===== src/rtl/seq_pkg.sv =====
// seq_pkg: shared types and constants for the serializer and sequence detector
package seq_pkg;
    typedef enum logic {
        SER_IDLE  = 1'b0,
        SER_SHIFT = 1'b1
    } ser_state_e;
    localparam int SER_WIDTH = 8;
    localparam logic [3:0] DET_PATTERN = 4'b1101;
endpackage


===== src/rtl/seq_pend_buf.sv =====
// seq_pend_buf: one-entry pending word buffer in front of the serializer shift register
// Ports: clk, rst (sync, active-high); load/load_data write the slot,
// pop empties it; pend_data/pend_vld expose the slot; in_ready = slot empty.
module seq_pend_buf #(
    parameter int WIDTH = 8
) (
    input  logic             clk,
    input  logic             rst,
    input  logic             load,
    input  logic [WIDTH-1:0] load_data,
    input  logic             pop,
    output logic [WIDTH-1:0] pend_data,
    output logic             pend_vld,
    output logic             in_ready
);
    assign in_ready = !pend_vld;
    always_ff @(posedge clk) begin
        if (rst) begin
            pend_vld  <= 1'b0;
            pend_data <= '0;
        end else if (load) begin
            pend_vld  <= 1'b1;
            pend_data <= load_data;
        end else if (pop) begin
            pend_vld  <= 1'b0;
        end
    end
endmodule


===== src/rtl/seq_bit_serializer.sv =====
// seq_bit_serializer: parallel-to-serial front end for the sequence detector
// Ports: clk, rst (sync, active-high); in_valid/in_data/in_ready word handshake;
// hold stalls shifting; bit_out/bit_valid/last_bit serial stream; busy while
// shifting or a word is pending; words_done counts completed words (wraps).
module seq_bit_serializer
    import seq_pkg::*;
#(
    parameter int WIDTH     = SER_WIDTH,
    parameter bit MSB_FIRST = 1'b1,
    parameter bit IDLE_BIT  = 1'b0,
    parameter int CNT_W     = 16
) (
    input  logic             clk,
    input  logic             rst,
    input  logic             in_valid,
    input  logic [WIDTH-1:0] in_data,
    output logic             in_ready,
    input  logic             hold,
    output logic             bit_out,
    output logic             bit_valid,
    output logic             last_bit,
    output logic             busy,
    output logic [CNT_W-1:0] words_done
);
    localparam int IW = $clog2(WIDTH);
    localparam logic [IW-1:0] LAST = IW'(WIDTH - 1);

    ser_state_e       state, state_n;
    logic [WIDTH-1:0] shreg, pend_data;
    logic [IW-1:0]    idx;
    logic             pend_vld, accept, done;
    logic             load_in, load_pend, shift, pend_load;

    seq_pend_buf #(.WIDTH(WIDTH)) u_pend (
        .clk       (clk),
        .rst       (rst),
        .load      (pend_load),
        .load_data (in_data),
        .pop       (load_pend),
        .pend_data (pend_data),
        .pend_vld  (pend_vld),
        .in_ready  (in_ready)
    );

    assign accept    = in_valid && in_ready;
    assign bit_valid = (state == SER_SHIFT) && !hold;
    assign done      = bit_valid && (idx == LAST);
    assign last_bit  = done;
    assign busy      = (state == SER_SHIFT) || pend_vld;
    assign bit_out   = bit_valid ? (MSB_FIRST ? shreg[WIDTH-1] : shreg[0]) : IDLE_BIT;

    // On completion a pending word wins over a same-cycle bypass; a word
    // arriving mid-word (or during hold) parks in the pending slot.
    always_comb begin
        state_n   = state;
        load_in   = 1'b0;
        load_pend = 1'b0;
        shift     = 1'b0;
        pend_load = 1'b0;
        if (state == SER_IDLE) begin
            load_in = accept;
            state_n = accept ? SER_SHIFT : SER_IDLE;
        end else if (done) begin
            load_pend = pend_vld;
            load_in   = !pend_vld && accept;
            state_n   = (pend_vld || accept) ? SER_SHIFT : SER_IDLE;
        end else begin
            shift     = bit_valid;
            pend_load = accept;
        end
    end

    always_ff @(posedge clk) begin
        if (rst) begin
            state      <= SER_IDLE;
            shreg      <= '0;
            idx        <= '0;
            words_done <= '0;
        end else begin
            state <= state_n;
            if (load_in || load_pend) begin
                shreg <= load_pend ? pend_data : in_data;
                idx   <= '0;
            end else if (shift) begin
                shreg <= MSB_FIRST ? {shreg[WIDTH-2:0], 1'b0} : {1'b0, shreg[WIDTH-1:1]};
                idx   <= idx + 1'b1;
            end
            if (done)
                words_done <= words_done + 1'b1;
        end
    end
endmodule


===== config.mk =====
export PLATFORM = sky130hd
export DESIGN_NAME = seq_bit_serializer
export DESIGN_NICKNAME = d
export VERILOG_FILES = /design/src/rtl/seq_pkg.sv /design/src/rtl/seq_pend_buf.sv /design/src/rtl/seq_bit_serializer.sv
export SDC_FILE = /design/constraint.sdc
export NUM_CORES = 1
export LEC_CHECK = 0
export ABC_AREA = 1
export CAP_MARGIN = 10
export CORE_MARGIN = 2
export CORE_UTILIZATION = 41
export CTS_CLUSTER_SIZE = 12
export DETAILED_ROUTE_END_ITERATION = 7
export GPL_TIMING_DRIVEN = 0
export PLACE_DENSITY = 0.66
export SLEW_MARGIN = 10
export SYNTH_ARGS = -nofsm -noshare
export SYNTH_HDL_FRONTEND = slang
export SYNTH_SLANG_ARGS = --single-unit

===== constraint.sdc =====
create_clock -name clk -period 3.1 [get_ports clk]
set_input_delay 0.465 -clock clk [delete_from_list [all_inputs] [get_ports clk]]
set_output_delay 0.465 -clock clk [all_outputs]
set_load 0.01 [all_outputs]

# [Yosys cells after proc, flatten, opt, wreduce, memory -nomap -nowiden]
# Cells that the tools add are included.
[totals] register_bits=37 elab_cells=39
[classes] add_sub_neg=2 eq_ne=1 mux=18 reduce_logical=12
[ops] op="two-way mux 8 bit" count=3
[ops] op="adder 16 x 1 -> 16 bit (second input constant)" count=1
[ops] op="two-way mux 1 bit" count=15
[ops] op="logical AND 1 bit" count=4
[ops] op="nonzero test 2 bit" count=2
[ops] op="adder 3 x 1 -> 3 bit (second input constant)" count=1
[ops] op="== test 3 bit (second input constant)" count=1
[ops] op="logical OR 1 bit" count=3
[ops] op="zero test 1 bit" count=2
[ops] op="OR reduction 2 bit" count=1

# [Longest topological paths before layout]
# Gate-level depths: netlist (run 1).
[logic_depth] ltp_word=7 depth_mapped=9

# [Cells and area by module]
# From an unflattened synthesis (run 1), not the netlist that was laid out.
[hier_totals] cells_unflattened=258 hier_area_um2=1798.0
[modules_own_cells] mod="seq_bit_serializer" instances=1 cells_each=219 area_per_inst_um2=1490.2 seq_area_each_um2=560.5
[modules_own_cells] mod="seq_pend_buf" instances=1 cells_each=39 area_per_inst_um2=307.8 seq_area_each_um2=180.2

# [Worst setup path after synthesis (run 1)]
# No wires, ideal clock.
[synth_path] path_kind="register to register" from="register idx[0]" to="register u_pend.pend_data[5]" setup_time_ns=0.116 arrival_time_ns=1.430 required_ns=2.984 setup_slack_ns=1.554 path_stages_with_launch=10 period_less_slack_ns=1.546 cell_sequence="dfxtp_1 ha_1 ha_1 nand3_4 inv_4 nor3_4 inv_2 buf_6 o21ai_1 a21oi_1"
[synth_between] elab_chain_len=4
[synth_lines] item="start, declared" line="seq_bit_serializer.sv:30" rtl="logic [IW-1:0] idx;"
[synth_lines] item="start signal, assigned" line="seq_bit_serializer.sv:86" rtl="idx <= idx + 1'b1;"
[synth_lines] item="== test 3 bit" line="seq_bit_serializer.sv:47" rtl="assign done = bit_valid && (idx == LAST);"
[synth_lines] item="logical AND 1 bit" line="seq_bit_serializer.sv:47"
[synth_lines] item="via last_bit" line="seq_bit_serializer.sv:21" rtl="output logic last_bit,"
[synth_lines] item="two-way mux 1 bit" line="seq_bit_serializer.sv:63" rtl="end else if (done) begin"
[synth_lines] item="two-way mux 1 bit" line="seq_bit_serializer.sv:60" rtl="if (state == SER_IDLE) begin"
[synth_lines] item="end signal, assigned" line="seq_pend_buf.sv:23" rtl="pend_data <= load_data;"
[synth_lines] item="end, declared" line="seq_pend_buf.sv:12" rtl="output logic [WIDTH-1:0] pend_data,"
# The timed path passes the listed nets, and every way through them passes these cells.
# A chain may end at the register's enable or synchronous reset.

# [Worst setup path in the final report (run 1)]
[layout_path] from="input port hold" to="output port last_bit"
[layout_between] elab_chain_len=3
[layout_lines] item="start, declared" line="seq_bit_serializer.sv:18" rtl="input logic hold,"
[layout_lines] item="zero test 1 bit" line="seq_bit_serializer.sv:46" rtl="assign bit_valid = (state == SER_SHIFT) && !hold;"
[layout_lines] item="logical AND 1 bit" line="seq_bit_serializer.sv:46"
[layout_lines] item="logical AND 1 bit" line="seq_bit_serializer.sv:47"
[layout_lines] item="end, declared" line="seq_bit_serializer.sv:21"
# No other way between the ends.

==> reports/metrics.csv, run 1 <==
metric;value;unit
status;complete, no violations;
GR Util met2;28.47;%
H-tree depth;2;
Clock power frac;34.8;%
CTS tree;done;
top cells by count, synth;nand2_1 (47), dfxtp_1 (37), a21oi_1 (34), o21ai_0 (30), inv_1 (24);
Final Cycle Share;77.02;%
Post-CTS Hold Buffers;0;
syn_area_per_cell;7.332;sq um
CP arrival;1.92;ns
max-cap check violation count;0;
element type at the critical path start;input pin;
initial drt markers;77;
switching portion of total power;25.61;%
Slew @ Worst Pin;0.4048;ns
critical path fanouts, max;8;
Longest Clk Path Bufs;2;
R2R cell count;9;
grt met3 use;3.896;%
Max Fclk;0.4188;GHz
fin. max-slew vios;0;
Nets;296;
share of cells above drive strength 1;10.28;%
HP Start;u_pend.pend_data[7];
largest area contributor in the synthesized netlist;dfxtp_1;
synthesized flop and latch total;37;
relative slew slack;72.91;%
vias in the first global route;1518;
setup tns final;0;ns
Synth cell types;29;
final setup vio count;0;
syn nets;258;
Synth Flop Type;dfxtp_1;
register area share after synthesis;41.57;%
worst-skew pair later-pin latency;0.29;ns
Chip Width;69.92;um
Worst setup EP type;output port;
Diodes inserted;0;
Critical Path RT;2.63;ns
WL final;3797;um
clock sinks;37;
Crit Reg-Reg Startpoint;idx[0];
Routed Antenna Nets;0;
post-CTS setup buffers;0;
Pint;0.0006975;W
Hold Path Cell Cnt;2;
area of the mapped netlist;1782;sq um
Initial Util;43.60;%
All-Layer GR Usage;16.81;%
Peak VDD IR;0.3823;mV
top post-synthesis cells by area;dfxtp_1 (42%), nand2_1 (9.9%), a21oi_1 (9.6%);
Cell Pwr Density;419.1;nW/um^2
PortBufs;31;
reg2reg end;u_pend.pend_data[5];
# DRC;0;
CTS Root Cell;clkbuf_8;
count leader, synth;nand2_1;
r2r setup slk;1.37;ns
leakage;0.8817;nW
clock skew;0.005047;ns
area share of the largest cell type after synthesis;41.57;%
Post-synth EDFFs;0;
P&R area growth vs syn;25.56;%
DP Cell Count;324;
I/O pin cnt;33;
Via density;5.054;
DR vias;1678;
ys async rst share;0;%
sequential share of power;53.8;%
Std-Cell Rows;23;
Min Clock Period, post-route;2.388;ns
HPWL Detailed;2834;um
RSZ-0062 raised after global routing;false;
First-pass DRT Iterations;5;
die area;4889;sq um
largest net degree at the start of global routing;12;
fin cells;332;
yosys warns;0;
Hold Path Sink;u_pend.pend_data[7];
routability congestion estimate;0.7571;
Fin. Hold Viols;0;
remaining global-route overflow;0;
core area;4086;sq um
CTS resizes;0;
Comb pwr share;11.4;%
sw power;0.0002401;W
initial antenna violation count;0;
GRT Max-Usage Layer;met2;
chip height;69.92;um
critical path type;input pin to output port;
first-pass GRT wire length;6706;um
GRT met1 Usage;20.95;%
Syn Inst Count;243;
TritonCTS Buffers;5;
Avg WL per Cell;11.44;um
Hold Crit Class;flip-flop to flip-flop;
CTS clk-pin slew, worst paths;0.07;ns
==> power groups by stage <==
stage	Clock [W]	Sequential (W)	Combinational (W)
floorplan	0	0.000513	0.0000700
global placement	0	0.000515	0.000106
detailed placement	0	0.000515	0.000108
CTS	0.000337	0.000504	0.000108
global route	0.000361	0.000507	0.000122
finish	0.000326	0.000505	0.000107
==> stage by stage <==
stage	area, sq um	util [%]	total power, W	setup slack (ns)	hold slack (ns)
finish	2237	54.75	0.0009376	0.7124	0.4564
global route	2237	54.75	0.0009900	0.6118	0.4724
CTS	2237	54.75	0.0009499	0.7064	0.4600
detailed placement	2155	52.73	0.0006231	0.7110	0.4500
global placement	2155	52.73	0.0006212	0.7031	0.4415
floorplan	1782	-	0.0005833	1.554	0.4282
==> worst max-delay path, stage by stage <==
cell and delay, ns:
clkdlybuf4s50_1 0.48, inv_2 0.11, nand3_4 0.15, inv_4 0.16, clkdlybuf4s50_1 0.55
==> registers in the layout (all words and copies together), names as in the netlist <==
register	count
idx	3
shreg	8
state	1
u_pend.pend_data	8
u_pend.pend_vld	1
words_done	16
==> worst max-delay path by stage <==
stage	endpoint	slack, ns	startpoint
global route	last_bit	0.61	idx[0]
CTS	last_bit	0.71	hold
detailed placement	last_bit	0.71	hold
floorplan	u_pend.pend_data[5]	1.55	idx[0]
finish	last_bit	0.71	hold
global placement	last_bit	0.70	hold
==> cell usage in the layout (no fill, tap or decap), types with 2 or more instances in the layout <==
| master | synthesis | final |
|---|---|---|
| nand2_1 | 47 | 47 |
| inv_1 | 24 | 24 |
| a21oi_1 | 34 | 34 |
| buf_6 | 2 | 2 |
| nor2_1 | 20 | 20 |
| ha_1 | 3 | 3 |
| clkdlybuf4s50_1 | 0 | 31 |
| clkinv_2 | 1 | 3 |
| nand4_1 | 6 | 6 |
| nand3_1 | 11 | 11 |
| xor2_1 | 2 | 2 |
| o21ai_0 | 30 | 30 |
| nand3_4 | 2 | 2 |
| buf_2 | 2 | 2 |
| nand2_2 | 2 | 2 |
| inv_2 | 3 | 3 |
| clkbuf_8 | 0 | 5 |
| dfxtp_1 | 37 | 37 |
| clkbuf_1 | 2 | 3 |
| nor2_4 | 4 | 4 |
==> cells by family after synthesis <==
| kind of cell | synth area share [%] |
|---|---|
| adder cells (fa/ha/maj) | 2.107 |
| XOR/XNOR | 0.9833 |
| buffers and inverters | 8.989 |
| AO/OA/AOI/OAI | 19.59 |
| flip-flops | 41.57 |
| AND/OR/NAND/NOR | 26.76 |
==> final cells by class <==
class	count	area, sq um
inverters	29	112.6
multi-input cells	170	880.8
well taps	50	62.56
flip-flops and latches	37	740.7
repair buffers	31	310.3
fillers	433	1849
clock buffers	6	72.57
plain buffers	7	47.55
clock inverters	2	10.01
==> layer usage <==
layer  part of all wire (%)  routed length [um]
met3                    4.5                 169
met4                    1.5                  57
met1                     46                1738
met2                     48                1832
met5                      0                   0
Note: power is estimated with default switching activity, not from simulation.
==> run 2, diff against run 1 <==
Clock period 3.1 ns to 2.45 ns, I/O delays scaled along.
==> results of run 2 <==
The final DEF is identical to that of run 1. Status: complete, no violations.
Among the figures that moved: setup slack after placement 0.7110 ns -> 0.2560 ns; setup slack after layout 0.7124 ns -> 0.1859 ns; hold slack 0.4564 ns -> 0.4100 ns; start point of the critical path hold -> idx[0]; register-to-register setup slack 1.37 ns -> 0.72 ns; end point of the worst hold path u_pend.pend_data[7] -> words_done[0]; total power 0.0009376 W -> 0.001186 W; worst IR drop on VDD 0.3823 mV -> 0.4837 mV
==> run 3, diff against run 2 <==
--- a/config.mk
+++ b/config.mk
@@ -10,3 +10,4 @@
 export CORE_MARGIN = 2
-export CORE_UTILIZATION = 41
+export CORE_UTILIZATION = 40
+export CTS_CLUSTER_DIAMETER = 80
 export CTS_CLUSTER_SIZE = 12
@@ -14,3 +15,3 @@
 export GPL_TIMING_DRIVEN = 0
-export PLACE_DENSITY = 0.66
+export PLACE_DENSITY = 0.65
 export SLEW_MARGIN = 10
--- a/constraint.sdc
+++ b/constraint.sdc
@@ -3,2 +3,2 @@
 set_output_delay 0.3675 -clock clk [all_outputs]
-set_load 0.01 [all_outputs]
+set_load 0.1 [all_outputs]
==> run 3 against run 2 <==
  * Clock skew increased by 0.0022 ns
  * Largest cell class unchanged
  * Sequential power about the same
  * Critical path type is now input pin to output port
  * Clock power grew 1%
  * Global-route usage is 0.077 points lower
  * Worst setup slack got worse by 0.076 ns
  * Via count decreased by 0.36%
  * Fmax is 3.3% lower
  * Sequential share of layout area about the same
  * Final cell count rose by 0.60%
  * Cell area is essentially flat
  * Critical endpoint is now bit_out
==> reports/metrics.csv, run 3 (same netlist as run 1, synthesis figures left out) <==
metric;value;unit;change
r2r setup slk;0.73;ns;
Via density;5.006;;-0.95%
WL final;3799;um;about the same
Crit Reg-Reg Startpoint;idx[0];;
chip height;70.74;um;+1.2%
core area;4324;sq um;+5.8%
# DRC;0;;unchanged
max-cap check violation count;0;;unchanged
multi-input logic area;880.8;sq um;unchanged
reg2reg end;u_pend.pend_data[5];;
die area;5004;sq um;+2.4%
Worst Slack Setup Final;0.1095;ns;
Pwr Total;0.001216;W;
TritonCTS Buffers;5;;unchanged
Final Cycle Share;95.53;%;
worst-skew pair later-pin latency;0.29;ns;about the same
CP arrival;1.97;ns;
Post-CTS Hold Buffers;0;;unchanged
vias in the first global route;1579;;+4.0%
First-pass DRT Iterations;4;;-1
Longest Clk Path Bufs;2;;unchanged
Initial Util;41.20;%;-2.4 points
R2R cell count;9;;unchanged
Hold Path Cell Cnt;2;;unchanged
Reg area;740.7;sq um;unchanged
initial antenna violation count;0;;unchanged
CTS tree;done;;
H-tree depth;2;;unchanged
Chip Width;70.74;um;+1.2%
share of cells above drive strength 1;9.929;%;-0.35 points
Fin. Hold Viols;0;;unchanged
HP Start;rst;;
relative slew slack;35.45;%;-37 points
remaining global-route overflow;0;;unchanged
Std-Cell Rows;24;;+4.3%
Avg WL per Cell;11.37;um;-0.55%
element type at the critical path start;input pin;;
fillers;449;;+3.7%
PortBufs;31;;unchanged
All-Layer GR Usage;16.74;%;-0.077 points
Cell Pwr Density;543.3;nW/um^2;
crit-path cells;clkdlybuf4s50_1 -> inv_2 -> and3_1 -> dlygate4sd2_1;;
post-layout util;51.77;%;-3.0 points
Max Fclk;0.4273;GHz;
I/O pin cnt;33;;unchanged
P&R area growth vs syn;25.63;%;about the same
HPWL Detailed;2863;um;+1.0%
max reg flops;16;;unchanged
final setup vio count;0;;unchanged
CP peak stage delay;0.85;ns;+0.30 ns
first-pass GRT wire length;6748;um;+0.63%
RSZ-0062 raised after global routing;false;;
Place WS;-0.3501;ns;
highest-count cells in the layout ignoring fill and taps;nand2_1 (47), dfxtp_1 (37), a21oi_1 (34);;
clock sinks;37;;unchanged
Peak VDD IR;0.4813;mV;
critical path fanouts, max;2;;-6
Hold Crit Class;input pin to flip-flop;;
initial drt markers;54;;-30%
Hold Path Sink;words_done[0];;
Nets;296;;unchanged
Reg with most FFs;words_done;;
top flop regs;words_done (16), shreg (8), u_pend.pend_data (8);;
fin. max-slew vios;0;;unchanged
critical path type;input pin to output port;;
hold_ws;0.4093;ns;
leakage;0.8964;nW;+1.7%
Slew @ Worst Pin;0.9652;ns;+0.5604 ns
Diodes inserted;0;;unchanged
routability congestion estimate;0.7965;;+5.2%
commonest non-fill, non-tap cell in the layout;nand2_1;;
Min Clock Period, post-route;2.340;ns;
Routed Antenna Nets;0;;unchanged
CTS clk-pin slew, worst paths;0.07;ns;about the same
CP max-delay cell;dlygate4sd2_1;;
status;complete, no violations;;
CTS Root Cell;clkbuf_8;;
DR vias;1672;;-0.36%
Critical Path RT;2.08;ns;
Worst setup EP type;output port;;
clock skew;0.007230;ns;+0.002183 ns
largest net degree at the start of global routing;11;;-1
[run 3: worst max-delay path, delay by kind of cell]
kind,cells,cell delay (ns)
and+or+nand+nor,1,0.16
buffers and inverters,3,1.44
[run 3: area by class of cell]
| type | instances | share of cell area [%] |
|---|---|---|
| Multi-Input combinational cell | 170 | 39.35 |
| Sequential cell | 37 | 33.09 |
| Timing Repair Buffer | 31 | 13.92 |
| Inverter | 29 | 5.031 |
| Clock buffer | 8 | 3.577 |
| Tap cell | 52 | 2.907 |
| Buffer | 7 | 2.124 |
[run 3: worst max-delay path by stage]
| stage | from | end | slack, ns | cells past startpoint |
|---|---|---|---|---|
| finish | hold | bit_out | 0.11 | 4 |
| global placement | hold | last_bit | -0.35 | 5 |
| detailed placement | hold | last_bit | -0.35 | 5 |
| global route | hold | bit_out | 0.03 | 4 |
| CTS | state | busy | 0.03 | 3 |
| floorplan | u_pend.pend_vld | shreg[1] | 0.11 | 8 |
[run 3: per-stage QoR]
stage / TNS (ns) / area, sq um / cells
2_1_floorplan: 0 / 1782 / 243
3_3_place_gp: -0.6387 / 2157 / 326
3_5_place_dp: -0.6236 / 2157 / 326
4_1_cts: 0 / 2236 / 334
5_1_grt: 0 / 2238 / 334
6_report: 0 / 2238 / 334
[run 3: power breakdown]
group / internal (W) / switching, W / leakage, nW
logic: 0.0000571 / 0.000104 / 0.556
registers: 0.000627 / 0.0000116 / 0.301
clock network: 0.000202 / 0.000214 / 0.0395
total: 0.000886 / 0.000330 / 0.896
[run 3: repair_timing]
| item | in CTS | in global routing |
|---|---|---|
| cloned | 0 | 0 |
| buffers inserted | 0 | 0 |
| gates resized for setup | 5 | 1 |
| setup endpoints to repair | 3 | 1 |
| hold endpoints to repair | 0 | 0 |
[run 3: per-layer routing]
layer,global-route usage (%),up-vias,share of wire [%]
met1,20.46,764,46
li1,-,876,-
met5,0,-,0
met2,28.04,25,49
met4,7.547,0,1.9
met3,3.846,7,3.4
